--- config.mk ---
export PLATFORM = sky130hd
export DESIGN_NAME = mmio_uart_tx
export DESIGN_NICKNAME = d
export VERILOG_FILES = /design/src/rtl/uart_pkg.sv /design/src/rtl/mmio_uart_tx_sync_fifo.sv /design/src/rtl/mmio_uart_tx.sv
export SDC_FILE = /design/constraint.sdc
export NUM_CORES = 1
export LEC_CHECK = 0
export CORE_ASPECT_RATIO = 1.2
export CORE_MARGIN = 2
export CORE_UTILIZATION = 55
export CTS_CLUSTER_SIZE = 12
export DETAILED_ROUTE_END_ITERATION = 8
export MAX_ROUTING_LAYER = met4
export PLACE_DENSITY = 0.87
export SETUP_SLACK_MARGIN = 0.5
export SLEW_MARGIN = 20
export SYNTH_ARGS = -nofsm -noshare
export SYNTH_HDL_FRONTEND = slang
export SYNTH_HIERARCHICAL = 1
export SYNTH_SLANG_ARGS = --single-unit
--- constraint.sdc ---
create_clock -name clk -period 5.51 [get_ports clk]
set_clock_uncertainty 0.05 [all_clocks]
set_input_delay 0.551 -clock clk [delete_from_list [all_inputs] [get_ports clk]]
set_output_delay 0.551 -clock clk [all_outputs]
set_load 0.03 [all_outputs]
--- src/rtl/uart_pkg.sv ---
// Shared definitions for the memory-mapped UART: register offsets,
// transmitter state encoding, STATUS bit positions and a divisor helper.
package uart_pkg;

  // Word offsets inside the 16-byte window (mem_address[3:2])
  localparam logic [1:0] UART_TXDATA  = 2'd0;
  localparam logic [1:0] UART_STATUS  = 2'd1;
  localparam logic [1:0] UART_BAUDDIV = 2'd2;
  localparam logic [1:0] UART_RSVD    = 2'd3;

  // Transmitter states
  typedef enum logic [1:0] {
    TX_IDLE  = 2'd0,
    TX_START = 2'd1,
    TX_DATA  = 2'd2,
    TX_STOP  = 2'd3
  } tx_state_t;

  // STATUS register bit positions
  localparam int STAT_FULL    = 0;
  localparam int STAT_EMPTY   = 1;
  localparam int STAT_BUSY    = 2;
  localparam int STAT_OVERRUN = 3;

  // A programmed divisor of zero would never finish a bit, so it runs as one
  // clock per bit instead.
  function automatic logic [15:0] effDiv(input logic [15:0] div);
    return (div == 16'd0) ? 16'd1 : div;
  endfunction

endpackage

--- src/rtl/mmio_uart_tx_sync_fifo.sv ---
// Small synchronous FIFO with start-of-cycle full/empty flags. A push while
// full is dropped even if a pop happens in the same cycle; a push into an
// empty FIFO only becomes visible at the output on the following cycle.
module sync_fifo #(
  parameter int WIDTH = 8,
  parameter int DEPTH = 8
) (
  input  logic             clk,
  input  logic             rst,
  input  logic             i_push,
  input  logic [WIDTH-1:0] i_din,
  input  logic             i_pop,
  output logic [WIDTH-1:0] o_dout,
  output logic             o_full,
  output logic             o_empty
);

  localparam int AW = $clog2(DEPTH);
  localparam logic [AW:0] FULL_COUNT = DEPTH[AW:0];

  logic [WIDTH-1:0] r_mem [DEPTH];
  logic [AW-1:0]    r_wrPtr;
  logic [AW-1:0]    r_rdPtr;
  logic [AW:0]      r_count;
  logic             w_pushOk;
  logic             w_popOk;

  assign o_full   = (r_count == FULL_COUNT);
  assign o_empty  = (r_count == '0);
  assign w_pushOk = i_push & ~o_full;
  assign w_popOk  = i_pop & ~o_empty;
  assign o_dout   = r_mem[r_rdPtr];

  // Storage array: written only on an accepted push, never reset
  always_ff @(posedge clk) begin
    if (w_pushOk) begin
      r_mem[r_wrPtr] <= i_din;
    end
  end

  // Pointers wrap naturally at the power-of-two depth; count tracks occupancy
  always_ff @(posedge clk) begin
    if (!rst) begin
      r_wrPtr <= '0;
      r_rdPtr <= '0;
      r_count <= '0;
    end else begin
      if (w_pushOk) begin
        r_wrPtr <= r_wrPtr + 1'b1;
      end
      if (w_popOk) begin
        r_rdPtr <= r_rdPtr + 1'b1;
      end
      case ({w_pushOk, w_popOk})
        2'b10:   r_count <= r_count + 1'b1;
        2'b01:   r_count <= r_count - 1'b1;
        default: r_count <= r_count;
      endcase
    end
  end

endmodule

--- src/rtl/mmio_uart_tx.sv ---
// Memory-mapped 8N1 UART transmitter sitting beside data RAM. Stores to
// TXDATA are queued in a byte FIFO and serialised on tx; loads are answered
// combinationally so a single-cycle core can read STATUS/BAUDDIV directly.
module mmio_uart_tx
  import uart_pkg::*;
#(
  parameter logic [31:0] BASE_ADDR   = 32'h1000_0000,
  parameter int          FIFO_DEPTH  = 8,
  parameter logic [15:0] DEFAULT_DIV = 16'd868
) (
  input  logic        clk,
  input  logic        rst,
  input  logic        mem_write,
  input  logic        mem_read,
  input  logic [31:0] mem_address,
  input  logic [31:0] mem_data_to_mem,
  output logic        uart_sel,
  output logic [31:0] uart_rdata,
  output logic        tx
);

  logic [1:0]  w_offset;
  logic        w_wrEn;
  logic        w_pushReq;
  logic        w_pop;
  logic [7:0]  w_fifoDout;
  logic        w_full;
  logic        w_empty;
  logic        w_busy;
  logic [31:0] w_status;
  logic        w_unused;

  logic        r_overrun;
  logic [15:0] r_baudDiv;

  tx_state_t   r_state;
  tx_state_t   w_stateNext;
  logic [15:0] r_baudCnt;
  logic [15:0] w_baudCntNext;
  logic [2:0]  r_bitCnt;
  logic [2:0]  w_bitCntNext;
  logic [7:0]  r_shift;
  logic [7:0]  w_shiftNext;
  logic [15:0] r_divEff;
  logic [15:0] w_divEffNext;
  logic        r_tx;
  logic        w_txNext;
  logic        w_bitDone;

  // Byte lanes and low address bits that the register map does not use
  assign w_unused = &{1'b0, mem_data_to_mem[31:16], mem_address[1:0]};

  assign uart_sel  = (mem_address[31:4] == BASE_ADDR[31:4]);
  assign w_offset  = mem_address[3:2];
  assign w_wrEn    = mem_write & uart_sel;
  assign w_pushReq = w_wrEn & (w_offset == UART_TXDATA);
  assign w_busy    = (r_state != TX_IDLE);
  assign tx        = r_tx;

  sync_fifo #(
    .WIDTH (8),
    .DEPTH (FIFO_DEPTH)
  ) u_fifo (
    .clk     (clk),
    .rst     (rst),
    .i_push  (w_pushReq),
    .i_din   (mem_data_to_mem[7:0]),
    .i_pop   (w_pop),
    .o_dout  (w_fifoDout),
    .o_full  (w_full),
    .o_empty (w_empty)
  );

  // Control registers: sticky overrun on a dropped push, cleared by any STATUS write
  always_ff @(posedge clk) begin
    if (!rst) begin
      r_overrun <= 1'b0;
      r_baudDiv <= DEFAULT_DIV;
    end else begin
      if (w_pushReq && w_full) begin
        r_overrun <= 1'b1;
      end else if (w_wrEn && (w_offset == UART_STATUS)) begin
        r_overrun <= 1'b0;
      end
      if (w_wrEn && (w_offset == UART_BAUDDIV)) begin
        r_baudDiv <= mem_data_to_mem[15:0];
      end
    end
  end

  // STATUS word assembled from live state
  always_comb begin
    w_status               = '0;
    w_status[STAT_FULL]    = w_full;
    w_status[STAT_EMPTY]   = w_empty;
    w_status[STAT_BUSY]    = w_busy;
    w_status[STAT_OVERRUN] = r_overrun;
  end

  // Combinational read mux; zero unless a selected load is in progress
  always_comb begin
    uart_rdata = '0;
    if (uart_sel && mem_read) begin
      case (w_offset)
        UART_STATUS:  uart_rdata = w_status;
        UART_BAUDDIV: uart_rdata = {16'd0, r_baudDiv};
        default:      uart_rdata = '0;
      endcase
    end
  end

  assign w_bitDone = (r_baudCnt == (r_divEff - 16'd1));

  // Transmitter next-state logic; the divisor is latched at each pop so a
  // BAUDDIV change only affects the following frame
  always_comb begin
    w_stateNext   = r_state;
    w_baudCntNext = r_baudCnt;
    w_bitCntNext  = r_bitCnt;
    w_shiftNext   = r_shift;
    w_divEffNext  = r_divEff;
    w_pop         = 1'b0;
    w_txNext      = 1'b1;
    case (r_state)
      TX_IDLE: begin
        w_txNext = 1'b1;
        if (!w_empty) begin
          w_pop         = 1'b1;
          w_shiftNext   = w_fifoDout;
          w_divEffNext  = effDiv(r_baudDiv);
          w_baudCntNext = '0;
          w_bitCntNext  = '0;
          w_stateNext   = TX_START;
        end
      end
      TX_START: begin
        w_txNext = 1'b0;
        if (w_bitDone) begin
          w_baudCntNext = '0;
          w_bitCntNext  = '0;
          w_stateNext   = TX_DATA;
        end else begin
          w_baudCntNext = r_baudCnt + 16'd1;
        end
      end
      TX_DATA: begin
        w_txNext = r_shift[0];
        if (w_bitDone) begin
          w_baudCntNext = '0;
          w_shiftNext   = {1'b0, r_shift[7:1]};
          if (r_bitCnt == 3'd7) begin
            w_bitCntNext = '0;
            w_stateNext  = TX_STOP;
          end else begin
            w_bitCntNext = r_bitCnt + 3'd1;
          end
        end else begin
          w_baudCntNext = r_baudCnt + 16'd1;
        end
      end
      TX_STOP: begin
        w_txNext = 1'b1;
        if (w_bitDone) begin
          w_baudCntNext = '0;
          if (!w_empty) begin
            w_pop        = 1'b1;
            w_shiftNext  = w_fifoDout;
            w_divEffNext = effDiv(r_baudDiv);
            w_bitCntNext = '0;
            w_stateNext  = TX_START;
          end else begin
            w_stateNext = TX_IDLE;
          end
        end else begin
          w_baudCntNext = r_baudCnt + 16'd1;
        end
      end
      default: begin
        w_stateNext = TX_IDLE;
      end
    endcase
  end

  // Transmitter state register; tx is registered one cycle behind the state,
  // which puts the first start bit two edges after the push
  always_ff @(posedge clk) begin
    if (!rst) begin
      r_state   <= TX_IDLE;
      r_baudCnt <= '0;
      r_bitCnt  <= '0;
      r_shift   <= '0;
      r_divEff  <= '0;
      r_tx      <= 1'b1;
    end else begin
      r_state   <= w_stateNext;
      r_baudCnt <= w_baudCntNext;
      r_bitCnt  <= w_bitCntNext;
      r_shift   <= w_shiftNext;
      r_divEff  <= w_divEffNext;
      r_tx      <= w_txNext;
    end
  end

endmodule
# Word level (Yosys, flattened, before mapping)
# Memories as Yosys holds them, arrays and structs flattened. A register that Yosys moved wholly into a read port is not among the register bits.
# Index checks and enable logic that the tools add are counted.
[word_totals]
ff_bits = 73
latchBits = 0
mem_bits_rw = 64
rom_bits = 0
input_bits = 68
out_inout_bits = 34
elab_cells = 97
n_memories = 1
[classes]
n_addsub = 7
n_mul = 0
n_div = 0
n_lt_le_gt_ge = 0
n_eq_ne = 16
shift = 0
mux = 37
bitwise_logic = 6
n_reduce_logical = 19
[mem_list]
columns = ["memory", "words", "width", "rd", "rd_ports_with_merged_regs", "write_ports", "line", "source"]
rows = [
  ["u_fifo.r_mem", 8, 8, 1, 1, 1, "mmio_uart_tx_sync_fifo.sv:21", "logic [WIDTH-1:0] r_mem [DEPTH];"],
]
[ops]
columns = ["operator", "n"]
rows = [
  ["16-bit 2-to-1 mux", 6],
  ["16-bit case mux with 2 select lines", 3],
  ["28-bit by 25-bit == test with 1-bit output, second input constant", 1],
  ["8-bit 2-to-1 mux", 3],
  ["8-bit case mux with 3 select lines", 1],
  ["3-bit 2-to-1 mux", 7],
  ["16-bit by 1-bit adder with 16-bit output, second input constant", 1],
  ["16-bit == test", 1],
  ["16-bit logical NOT", 1],
  ["16-bit by 1-bit subtractor with 16-bit output, second input constant", 1],
  ["3-bit case mux with 4 select lines", 1],
  ["2-bit 2-to-1 mux", 5],
  ["2-bit inequality test, second input constant", 5],
  ["3-bit by 1-bit adder with 3-bit output, second input constant", 3],
  ["2-bit == test, second input constant", 4],
  ["2-bit case mux with 4 select lines", 1],
  ["4-bit case mux with 2 select lines", 1],
  ["2-bit nonzero test", 4],
  ["1-bit 2-to-1 mux", 7],
  ["2-bit by 1-bit == test with 1-bit output, second input constant", 3],
  ["3-bit AND reduction", 2],
  ["5-bit AND reduction", 1],
  ["4-bit by 1-bit adder with 4-bit output, second input constant", 1],
  ["1-bit AND", 4],
  ["13 further kinds", 18],
]

# Depth between registers and ports, before layout
# Gate-level depths: netlist (run 1).
[logic_depth]
depth_word = 7
mapped_depth = 17
depth_no_buf = 17

# By module
# Netlist (run 1), hierarchy kept.
[modules_own_cells]
columns = ["module", "n_inst", "cells_each", "area_each_um2", "seq_area_each_um2"]
rows = [
  ["mmio_uart_tx", 1, 479, 3957.5, 1261.2],
  ["sync_fifo", 1, 167, 3101.7, 2182.1],
]

# Least setup slack after synthesis (run 1)
# Ideal clock, no wire load.
[synth_path]
path_type = "reg-to-reg"
from = "reg r_divEff[0]"
to = "reg u_fifo.r_count[2]"
setup_ns = 0.076
arrival_ns = 3.759
required_ns = 5.384
path_slack_ns = 1.626
stages_incl_launch_ff = 18
path_buffers = 0
synth_period_minus_slack_ns = 3.884
path_cell_list = "dfxtp_1 inv_1 ha_1 or4b_1 a2111o_1 a21oi_1 o211ai_1 nor3_2 a21oi_1 nor2_1 o41a_1 ha_1 xor2_1 ha_1 a21oi_1 xor2_1 or3_1 a21boi_0"
[synth_via]
elab_chain_cells = 7
word_cells_on_any_way = 9
classes_between = "add/sub (1); eq/ne (3); mux (3); bitwise (1); reduce/logical (1)"
[synth_rtl]
columns = ["item", "line", "source"]
rows = [
  ["from (decl)", "mmio_uart_tx.sv:44", "logic [15:0] r_divEff;"],
  ["from (signal assigned)", "mmio_uart_tx.sv:199", "r_divEff <= w_divEffNext;"],
  ["16-bit by 1-bit subtractor with 16-bit output *", "mmio_uart_tx.sv:112", "assign w_bitDone = (r_baudCnt == (r_divEff - 16'd1));"],
  ["16-bit == test *", "mmio_uart_tx.sv:112", ""],
  ["1-bit 2-to-1 mux *", "mmio_uart_tx.sv:163", "if (w_bitDone) begin"],
  ["1-bit case mux with 2 select lines *", "mmio_uart_tx.sv:124", "case (r_state)"],
  ["via w_pop", "mmio_uart_tx.sv:25", "logic w_pop;"],
  ["1-bit AND *", "mmio_uart_tx_sync_fifo.sv:31", "assign w_popOk = i_pop & ~o_empty;"],
  ["via u_fifo.w_popOk", "mmio_uart_tx_sync_fifo.sv:26", "logic w_popOk;"],
  ["2-bit by 1-bit == test with 1-bit output / 2-bit == test (equally long branches)", "mmio_uart_tx_sync_fifo.sv:54", "case ({w_pushOk, w_popOk})"],
  ["4-bit case mux with 2 select lines / 2-bit nonzero test (equally long branches)", "n/a", ""],
  ["to (signal assigned)", "mmio_uart_tx_sync_fifo.sv:55", "2'b10: r_count <= r_count + 1'b1;"],
  ["to (signal assigned)", "mmio_uart_tx_sync_fifo.sv:56", "2'b01: r_count <= r_count - 1'b1;"],
  ["to (signal assigned)", "mmio_uart_tx_sync_fifo.sv:57", "default: r_count <= r_count;"],
  ["to (decl)", "mmio_uart_tx_sync_fifo.sv:24", "logic [AW:0] r_count;"],
]
# The timed path passes the listed nets; every way through them passes the cells marked *.
# A chain may end at the register's enable or synchronous reset.

# Worst setup path after layout (run 1)
# Same ends and word-level chain as after synthesis.

==> results of run 1 <==
-- flip-flops by register name, indices dropped and copies added, names as in the netlist, named ones only --
signal and count:
u_fifo/r_rdPtr 3, r_divEff 16, tx 1, r_state 2, r_shift 8, u_fifo/r_count 4, r_overrun 1, r_baudDiv 16
u_fifo/r_mem 64, u_fifo/r_wrPtr 3, r_baudCnt 16, r_bitCnt 3
-- per-layer routing --
metal / vias to the layer above / track usage (%) / part of all wire, %
met5: - / - / 0
met4: 0 / 13.4 / 3.9
met3: 73 / 5.85 / 7.3
met2: 310 / 45.3 / 52
met1: 2662 / 29.2 / 37
li1: 2497 / - / -
-- stage by stage --
stage / util (%) / hold WS [ps]
floorplan: - / 380
global placement: 61.5 / 391
detailed placement: 61.6 / 412
CTS: 66.3 / 420
global route: 66.5 / 429
finish: 66.5 / 422
-- kinds of logic after synthesis --
group	after synthesis	synth area share [%]
buffers and inverters	68	5.02
other	1	0.0531
DFF	140	48.8
adders and majority gates	17	3.01
and+or+nand+nor	218	16.8
AOI/OAI and AO/OA	118	11.8
xor gates and xnor gates	31	3.85
muxes	53	10.7
-- cells in the final DEF, fill, tap and decap left out, drive strengths merged, types with 20 or more instances in the layout --
cell and n:
a21oi 27, clkdlybuf4s50 67, dfxtp 76, edfxtp 64, inv 27, mux2i 20, nand2 31, nand3 42
nor2 41, o21ai 30
-- power breakdown --
group,leakage [nW],switching (W),internal [W],total [W]
registers,1.19,0.0000231,0.00111,0.00113
clock network,0.287,0.000502,0.000646,0.00115
logic,1.45,0.000200,0.000126,0.000327
total,2.92,0.000726,0.00188,0.00261
-- worst max-delay path, stage by stage, from the launching register on --
cell	delay (ps)
dfxtp_1	370
inv_1	80
ha_1	240
or4b_1	570
a2111o_1	340
a21oi_1	280
o211ai_1	270
nor3_4	440
a21oi_1	160
nor2_1	160
o41a_1	310
ha_1	310
xor2_1	200
ha_1	180
a21oi_1	50
xor2_1	160
or3_1	310
a21boi_0	150
-- worst paths after layout --
check / from / slack, ps / end
min reg2reg: r_shift[0] / 420 / r_shift[0]
min: r_shift[0] / 420 / r_shift[0]
max: r_divEff[0] / 800 / u_fifo/r_count[2]
max reg2reg: r_divEff[0] / 800 / u_fifo/r_count[2]
-- layout make-up --
class / count / area, um2
antenna: 1 / 2.50
clock buffer: 17 / 425
clock inverter: 15 / 170
fill: 872 / 4220
inverter: 18 / 67.6
multi-input combinational: 453 / 3360
sequential: 140 / 3440
tap: 164 / 205
timing repair buffer: 73 / 716
-- repair_timing --
action / in CTS / in global routing
endpoints found under the hold margin: 0 / 0
gates resized for setup: 0 / 1
endpoints found under the setup margin: 0 / 1
==> results.sh, run 1 <==
export IMPL_status="completed"
export IMPL_placed_cells=848
export IMPL_power_w=0.00261
export IMPL_gp_congestion=0.904
export IMPL_ys_top_cells_by_count="dfxtp_1 (76), edfxtp_1 (64), nand3_1 (42)"
export IMPL_synth_ff_type="dfxtp_1"
export IMPL_drive_gt1_share_pct=12.7
export IMPL_cts_sinks=140
export IMPL_cp_start_kind="flop"
export IMPL_cts_path_max_buffers=2
export IMPL_relSlewSlack_pct=32.9
export IMPL_yosysWarnings=6
export IMPL_cts_tree="yes"
export IMPL_placed_cell_area_mm2=0.00777
export IMPL_path_clk_slew_ps=60
export IMPL_grt_pass1_wl_mm=27.3
export IMPL_async_reset_ff_share_pct=0
export IMPL_drt_first_pass_iters=6
export IMPL_crit_arrival_ps=5020
export IMPL_ir_drop_uv=222
export IMPL_cts_setup_buffers=0
export IMPL_wire_per_inst_um=19.3
export IMPL_pre_cts_ws_ps=816
export IMPL_die_x_um=107
export IMPL_grt_pass1_vias=5546
export IMPL_fmax_mhz=212
export IMPL_instances_no_fill=881
export IMPL_grt_overflow_total=0
export IMPL_p_per_area_mw_per_mm2=311
export IMPL_path_max_fanout=10
export IMPL_synth_top_cell_area_share_pct=27.2
export IMPL_die_area_mm2=0.0138
export IMPL_clockRootBuffer="clkbuf_16"
export IMPL_synth_edff_count=64
export IMPL_synth_avg_cell_area_um2=10.9
export IMPL_fin_crit_ps=4710
export IMPL_antenna_found_initial=1
export IMPL_period_share_pct=85.4
export IMPL_reg2regPathDepth=17
export IMPL_grt_max_degree=41
export IMPL_hold_viol=0
export IMPL_power_leakage_nw=2.92
export IMPL_rows=45
export IMPL_cp_end_kind="flop"
export IMPL_core_region_area_mm2=0.0126
export IMPL_critPathKind="reg -> reg"
export IMPL_initial_core_util_pct=56.0
export IMPL_grt_total_usage_pct=26.6
export IMPL_drv_slew=0
export IMPL_yosysMostFrequentCell="dfxtp_1"
export IMPL_required_ps=5820
export IMPL_io_pins=102
export IMPL_synth_cell_area_mm2=0.00706
export IMPL_viasPerCell=6.29
export IMPL_port_buffer_count=67
export IMPL_ctsHoldBuffers=0
export IMPL_drtIter0Drc=492
export IMPL_yosysUniqueCellTypes=70
export IMPL_dr_total_vias=5542
export IMPL_yosysTopAreaCell="edfxtp_1"
export IMPL_yosysSeqAreaShare_pct=48.8
export IMPL_synthTopCellsByArea="edfxtp_1 (27%), dfxtp_1 (22%), mux4_2 (5.1%)"
export IMPL_cap_violations=0
export IMPL_synth_seq_cells=140
export IMPL_die_h_um=128
export IMPL_syn2layout_area_growth_pct=18.9
export IMPL_drtAntennaViolNets=0
export IMPL_wirelength_mm=17.0
export IMPL_fin_nets=788
export IMPL_rsz0062_at_grt="no"
export IMPL_worst_pin_slew_ps=1010
export IMPL_clock_latency_ps=430
export IMPL_drc_errors=0
export IMPL_synth_cells=646
export IMPL_hold_class="reg -> reg"
export IMPL_h_tree_depth=4
export IMPL_setup_viol=0
export IMPL_numCtsBuffers=17
export IMPL_holdPathStages=2
export IMPL_setup_slack_ps=802
export IMPL_fin_area_mm2=0.00839
export IMPL_dpl_hpwl_mm=11.4
export IMPL_setup_tns_ps=0
No activity file was read; power rests on OpenSTA's default activity.
==> run 2: changes to the inputs <==
CORE_MARGIN = 4   (was 2)
==> run 2 against run 1 <==
Net effect: utilization grew 0.15 points; combinational power grew 1%; critical path depth grew 1; cell area grew 0.22%; clock power is essentially flat; final cell count grew 0.11%; flip-flop and latch count is the same; largest cell class unchanged; sequential share of layout area shrank 0.092 points; sequential power is essentially flat; routed wire length grew 5.5%; via count grew 2.3%.
==> results.sh, run 2 (synthesis gave the netlist of run 1 again) <==
export IMPL_dpl_hpwl_mm=11.5
export IMPL_layout_commonest_cell="dfxtp_1"
export IMPL_gp_congestion=0.886
export IMPL_grt_total_usage_pct=25.0
export IMPL_power_leakage_nw=2.93
export IMPL_cts_sinks=140
export IMPL_initial_core_util_pct=56.0
export IMPL_path_delay_family="compound AO/OA/AOI/OAI gates"
export IMPL_cap_violations=0
export IMPL_path_max_fanout=10
export IMPL_die_h_um=132
export IMPL_io_pins=102
export IMPL_crit_arrival_ps=4920
export IMPL_status="completed"
export IMPL_worst_pin_slew_ps=1070
export IMPL_hold_class="reg -> reg"
export IMPL_numCtsBuffers=17
export IMPL_drive_gt1_share_pct=12.8
export IMPL_rsz0062_at_grt="no"
export IMPL_rows=45
export IMPL_grt_pass1_wl_mm=28.5
export IMPL_mostFrequentLayoutCells="dfxtp_1 (75), clkdlybuf4s50_1 (67), edfxtp_1 (64)"
export IMPL_syn2layout_area_growth_pct=19.1
export IMPL_drtIter0Drc=554
export IMPL_path_clk_slew_ps=70
export IMPL_crit_chain="inv_1 -> ha_1 -> or4b_1 -> a2111o_1 -> a21oi_1 -> o211ai_1 -> nor3_2 -> buf_4 -> a21oi_1 -> nor2_1 -> o41a_1 -> ha_1 -> xor2_1 -> ha_1 -> a21oi_1 -> xor2_1 -> or3_1 -> a21boi_0"
export IMPL_final_core_util_pct=66.7
export IMPL_worst_path_stages=18
export IMPL_holdPathStages=2
export IMPL_clockRootBuffer="clkbuf_16"
export IMPL_required_ps=5810
export IMPL_die_x_um=111
export IMPL_hold_viol=0
export IMPL_cp_end_kind="flop"
export IMPL_largest_register_ffs=64
export IMPL_antenna_found_initial=0
export IMPL_fin_crit_ps=4610
export IMPL_ir_drop_uv=269
export IMPL_cts_path_max_buffers=2
export IMPL_reg2regPathDepth=18
export IMPL_drv_slew=0
export IMPL_setup_tns_ps=0
export IMPL_grt_pass1_vias=5589
export IMPL_period_share_pct=83.7
export IMPL_wirelength_mm=17.9
export IMPL_cp_num_buf_inv=2
export IMPL_fin_nets=790
export IMPL_cpMaxStageDelayCell="or4b_1"
export IMPL_p_per_area_mw_per_mm2=310
export IMPL_drc_errors=0
export IMPL_dr_total_vias=5670
export IMPL_setup_viol=0
export IMPL_critPathKind="reg -> reg"
export IMPL_fmax_mhz=217
export IMPL_clock_latency_ps=430
export IMPL_diodes=0
export IMPL_cts_tree="yes"
export IMPL_wire_per_inst_um=20.3
export IMPL_drtAntennaViolNets=0
export IMPL_grt_max_degree=37
export IMPL_h_tree_depth=4
export IMPL_max_stage_delay_ps=560
export IMPL_grt_overflow_total=0
export IMPL_die_area_mm2=0.0147
export IMPL_drt_first_pass_iters=8
export IMPL_relSlewSlack_pct=28.7
export IMPL_regMostFlops="u_fifo/r_mem"
export IMPL_cp_start_kind="flop"
export IMPL_port_buffer_count=67
export IMPL_viasPerCell=6.43
export IMPL_core_region_area_mm2=0.0126
-- run 2: layout make-up --
type                            instances  area, um2
Inverter                               18       67.6
Clock inverter                         15        184
Tap cell                              164        205
Multi-Input combinational cell        453       3350
Fill cell                             861       4200
Timing Repair Buffer                   75        731
Clock buffer                           17        425
Sequential cell                       140       3440
-- run 2: power breakdown --
| part | switching (W) | internal (W) |
|---|---|---|
| Sequential | 0.0000227 | 0.00111 |
| Clock | 0.000532 | 0.000615 |
| Combinational | 0.000206 | 0.000126 |
| Total | 0.000760 | 0.00185 |
-- run 2: what timing repair did --
item | CTS | global route
gates resized for setup | 0 | 1
endpoints found under the setup margin | 0 | 1
setup buffers | 0 | 0
hold buffers | 0 | 0
-- run 2: final timing paths --
path                            end         from  slack, ps
hold reg to reg          r_shift[1]   r_shift[1]        410
hold / removal           r_shift[1]   r_shift[1]        410
setup / recovery  u_fifo/r_count[2]  r_divEff[0]        900
setup reg to reg  u_fifo/r_count[2]  r_divEff[0]        900
-- run 2: tightest hold or removal path: stages (launching register included) --
cell and delay [ps]:
dfxtp_1 310, inv_1 50, a211oi_1 60
-- run 2: through the flow --
step / std cells / hold slack [ps] / cell area, um2 / setup WS, ps / total power [W]
global placement: 850 / 389 / 7770 / 1290 / 0.00145
detailed placement: 850 / 401 / 7780 / 1090 / 0.00147
finish: 882 / 412 / 8410 / 897 / 0.00261
global route: 882 / 435 / 8410 / 579 / 0.00270
CTS: 882 / 412 / 8390 / 1040 / 0.00260
floorplan: 661 / 380 / 7120 / 1630 / 0.00137
-- run 2: layer usage --
metal	global-route usage, %	share of wire, %
met3	4.87	6.8
met5	-	0
met4	8.32	3.2
met2	44.5	53
met1	28.0	37
==> run 3: changes to the inputs <==
clock period = 4.35 ns   (was 5.51 ns; I/O delays follow)
==> run 3 against run 2 <==
Net effect: fmax grew 14%; flip-flop and latch count did not move; power is 26% higher; largest cell class unchanged; clock-buffer cell count unchanged; final cell count rose by 1.0%; hold slack worse by 2.0 ps; routed wire length grew 2.1%; global-route usage is essentially flat; utilization grew 0.96 points; first-iteration DRC count fell by 18%; sequential power up 27%; critical path depth decreased by 2.
==> results.sh, run 3 (synthesis gave the netlist of run 1 again) <==
export IMPL_status="completed"
export IMPL_drtIter0Drc=454
export IMPL_fin_crit_ps=4060
export IMPL_setup_viol=0
export IMPL_hold_class="reg -> reg"
export IMPL_cts_tree="yes"
export IMPL_regMostFlops="u_fifo/r_mem"
export IMPL_fin_nets=799
export IMPL_worst_pin_slew_ps=1080
export IMPL_setup_tns_ps=0
export IMPL_cp_end_kind="flop"
export IMPL_largest_register_ffs=64
export IMPL_relSlewSlack_pct=27.6
export IMPL_mostFrequentLayoutCells="dfxtp_1 (73), clkdlybuf4s50_1 (67), edfxtp_1 (64)"
export IMPL_initial_core_util_pct=56.0
export IMPL_cp_start_kind="flop"
export IMPL_critPathKind="reg -> reg"
export IMPL_drt_first_pass_iters=7
export IMPL_core_region_area_mm2=0.0126
export IMPL_gp_congestion=0.855
export IMPL_drtAntennaViolNets=0
export IMPL_diodes=0
export IMPL_path_delay_family="simple AND/OR/NAND/NOR gates"
export IMPL_wirelength_mm=18.3
export IMPL_layout_commonest_cell="dfxtp_1"
export IMPL_grt_pass1_wl_mm=28.3
export IMPL_r2r_end="u_fifo/r_count[2]"
export IMPL_drc_errors=0
export IMPL_die_x_um=111
export IMPL_worst_path_stages=16
export IMPL_dpl_hpwl_mm=11.8
export IMPL_cap_violations=0
export IMPL_path_max_fanout=6
export IMPL_ff_latch_area_mm2=0.00345
export IMPL_crit_arrival_ps=4350
export IMPL_multi_input_area_mm2=0.00341
export IMPL_die_area_mm2=0.0147
export IMPL_placed_cell_area_mm2=0.00780
export IMPL_ir_drop_uv=258
export IMPL_rsz0062_at_grt="yes"
export IMPL_crit_top_cell="ha_4"
export IMPL_cp_endpoint="u_fifo/r_count[2]"
export IMPL_grt_total_usage_pct=24.9
export IMPL_fin_area_mm2=0.00853
export IMPL_rows=45
export IMPL_dr_total_vias=5599
export IMPL_numCtsBuffers=17
export IMPL_nFillCells=843
export IMPL_syn2layout_area_growth_pct=20.8
export IMPL_die_h_um=132
export IMPL_h_tree_depth=4
export IMPL_cpMaxStageDelayCell="or4b_4"
export IMPL_cp_num_buf_inv=1
export IMPL_clock_latency_ps=420
export IMPL_ctsHoldBuffers=0
export IMPL_cts_sinks=140
export IMPL_required_ps=4650
export IMPL_reg2reg_slack_ps=290
export IMPL_crit_chain="inv_2 -> ha_4 -> or4b_4 -> nor4_2 -> o211ai_1 -> nor3_4 -> a21oi_2 -> nor2_1 -> o41a_1 -> ha_4 -> xor2_2 -> ha_2 -> a21oi_1 -> xor2_1 -> or3_1 -> a21boi_1"
export IMPL_period_share_pct=93.2
export IMPL_grt_max_degree=42
export IMPL_grt_overflow_total=0
export IMPL_reg2regPathDepth=16
export IMPL_crit_start="r_divEff[0]"
export IMPL_grt_pass1_vias=5449
export IMPL_io_pins=102
export IMPL_fmax_mhz=247
export IMPL_power_w=0.00330
export IMPL_clockRootBuffer="clkbuf_16"
export IMPL_cts_path_max_buffers=2
export IMPL_hold_viol=0
export IMPL_port_buffer_count=67
export IMPL_wire_per_inst_um=20.5
export IMPL_max_stage_delay_ps=510
export IMPL_r2r_start="r_divEff[0]"
export IMPL_viasPerCell=6.28
export IMPL_power_leakage_nw=2.99
export IMPL_p_per_area_mw_per_mm2=387
export IMPL_path_clk_slew_ps=60
export IMPL_antenna_found_initial=0
export IMPL_drive_gt1_share_pct=15.7
export IMPL_final_core_util_pct=67.6
export IMPL_drv_slew=0
-- run 3: cell types whose count changed in the layout (fill, tap and decap cells not counted), sizes merged --
cell	previous run	this run
bufinv	0	1
buf	8	17
inv	25	27
clkinvlp	0	2
clkinv	8	3
-- run 3: through the flow --
stage,instances,hold slack (ps),worst slack [ps]
2_1_floorplan,661,380,548
3_3_place_gp,853,389,324
3_5_place_dp,853,401,7.69
4_1_cts,889,413,503
5_1_grt,891,440,210
6_report,891,410,295
-- run 3: power breakdown --
group | total (W) | switching (W) | internal, W
logic | 0.000419 | 0.000258 | 0.000161
clock network | 0.00144 | 0.000625 | 0.000817
registers | 0.00144 | 0.0000304 | 0.00141
-- run 3: tightest hold or removal path, stage by stage, from the launching register on --
cell	delay, ps
dfxtp_1	310
inv_1	50
a211oi_1	50
-- run 3: worst min-delay path by stage --
stage | from | end | slack, ps | cells after the start
finish | r_shift[2] | r_shift[2] | 410 | 2
global route | r_shift[6] | r_shift[6] | 440 | 2
CTS | r_shift[4] | r_shift[4] | 410 | 2
detailed placement | r_shift[5] | r_shift[5] | 400 | 2
global placement | r_shift[2] | r_shift[2] | 390 | 2
floorplan | r_shift[1] | r_shift[1] | 380 | 2
-- run 3: repair_timing --
| item | 4_1_cts | 5_1_grt |
|---|---|---|
| resized for setup | 12 | 10 |
| endpoints found under the hold margin | 0 | 0 |
| setup buffers | 4 | 2 |
| endpoints found under the setup margin | 3 | 2 |
| pin swaps | 3 | 7 |
-- run 3: per-layer routing --
| layer | share of wire, % | track usage, % | vias to the layer above |
|---|---|---|---|
| met5 | 0 | - | - |
| met4 | 3.7 | 9.74 | 0 |
| met3 | 6.5 | 4.82 | 75 |
| met2 | 52 | 42.8 | 318 |
| met1 | 38 | 28.8 | 2686 |
| li1 | - | - | 2520 |
-- run 3: area by class of cell --
class                      count  share of cell area [%]
sequential                   140                    40.4
multi-input combinational    453                    40.0
timing repair buffer          84                    9.36
clock buffer                  17                    4.99
tap                          164                    2.41
clock inverter                15                    1.99
inverter                      18                   0.792
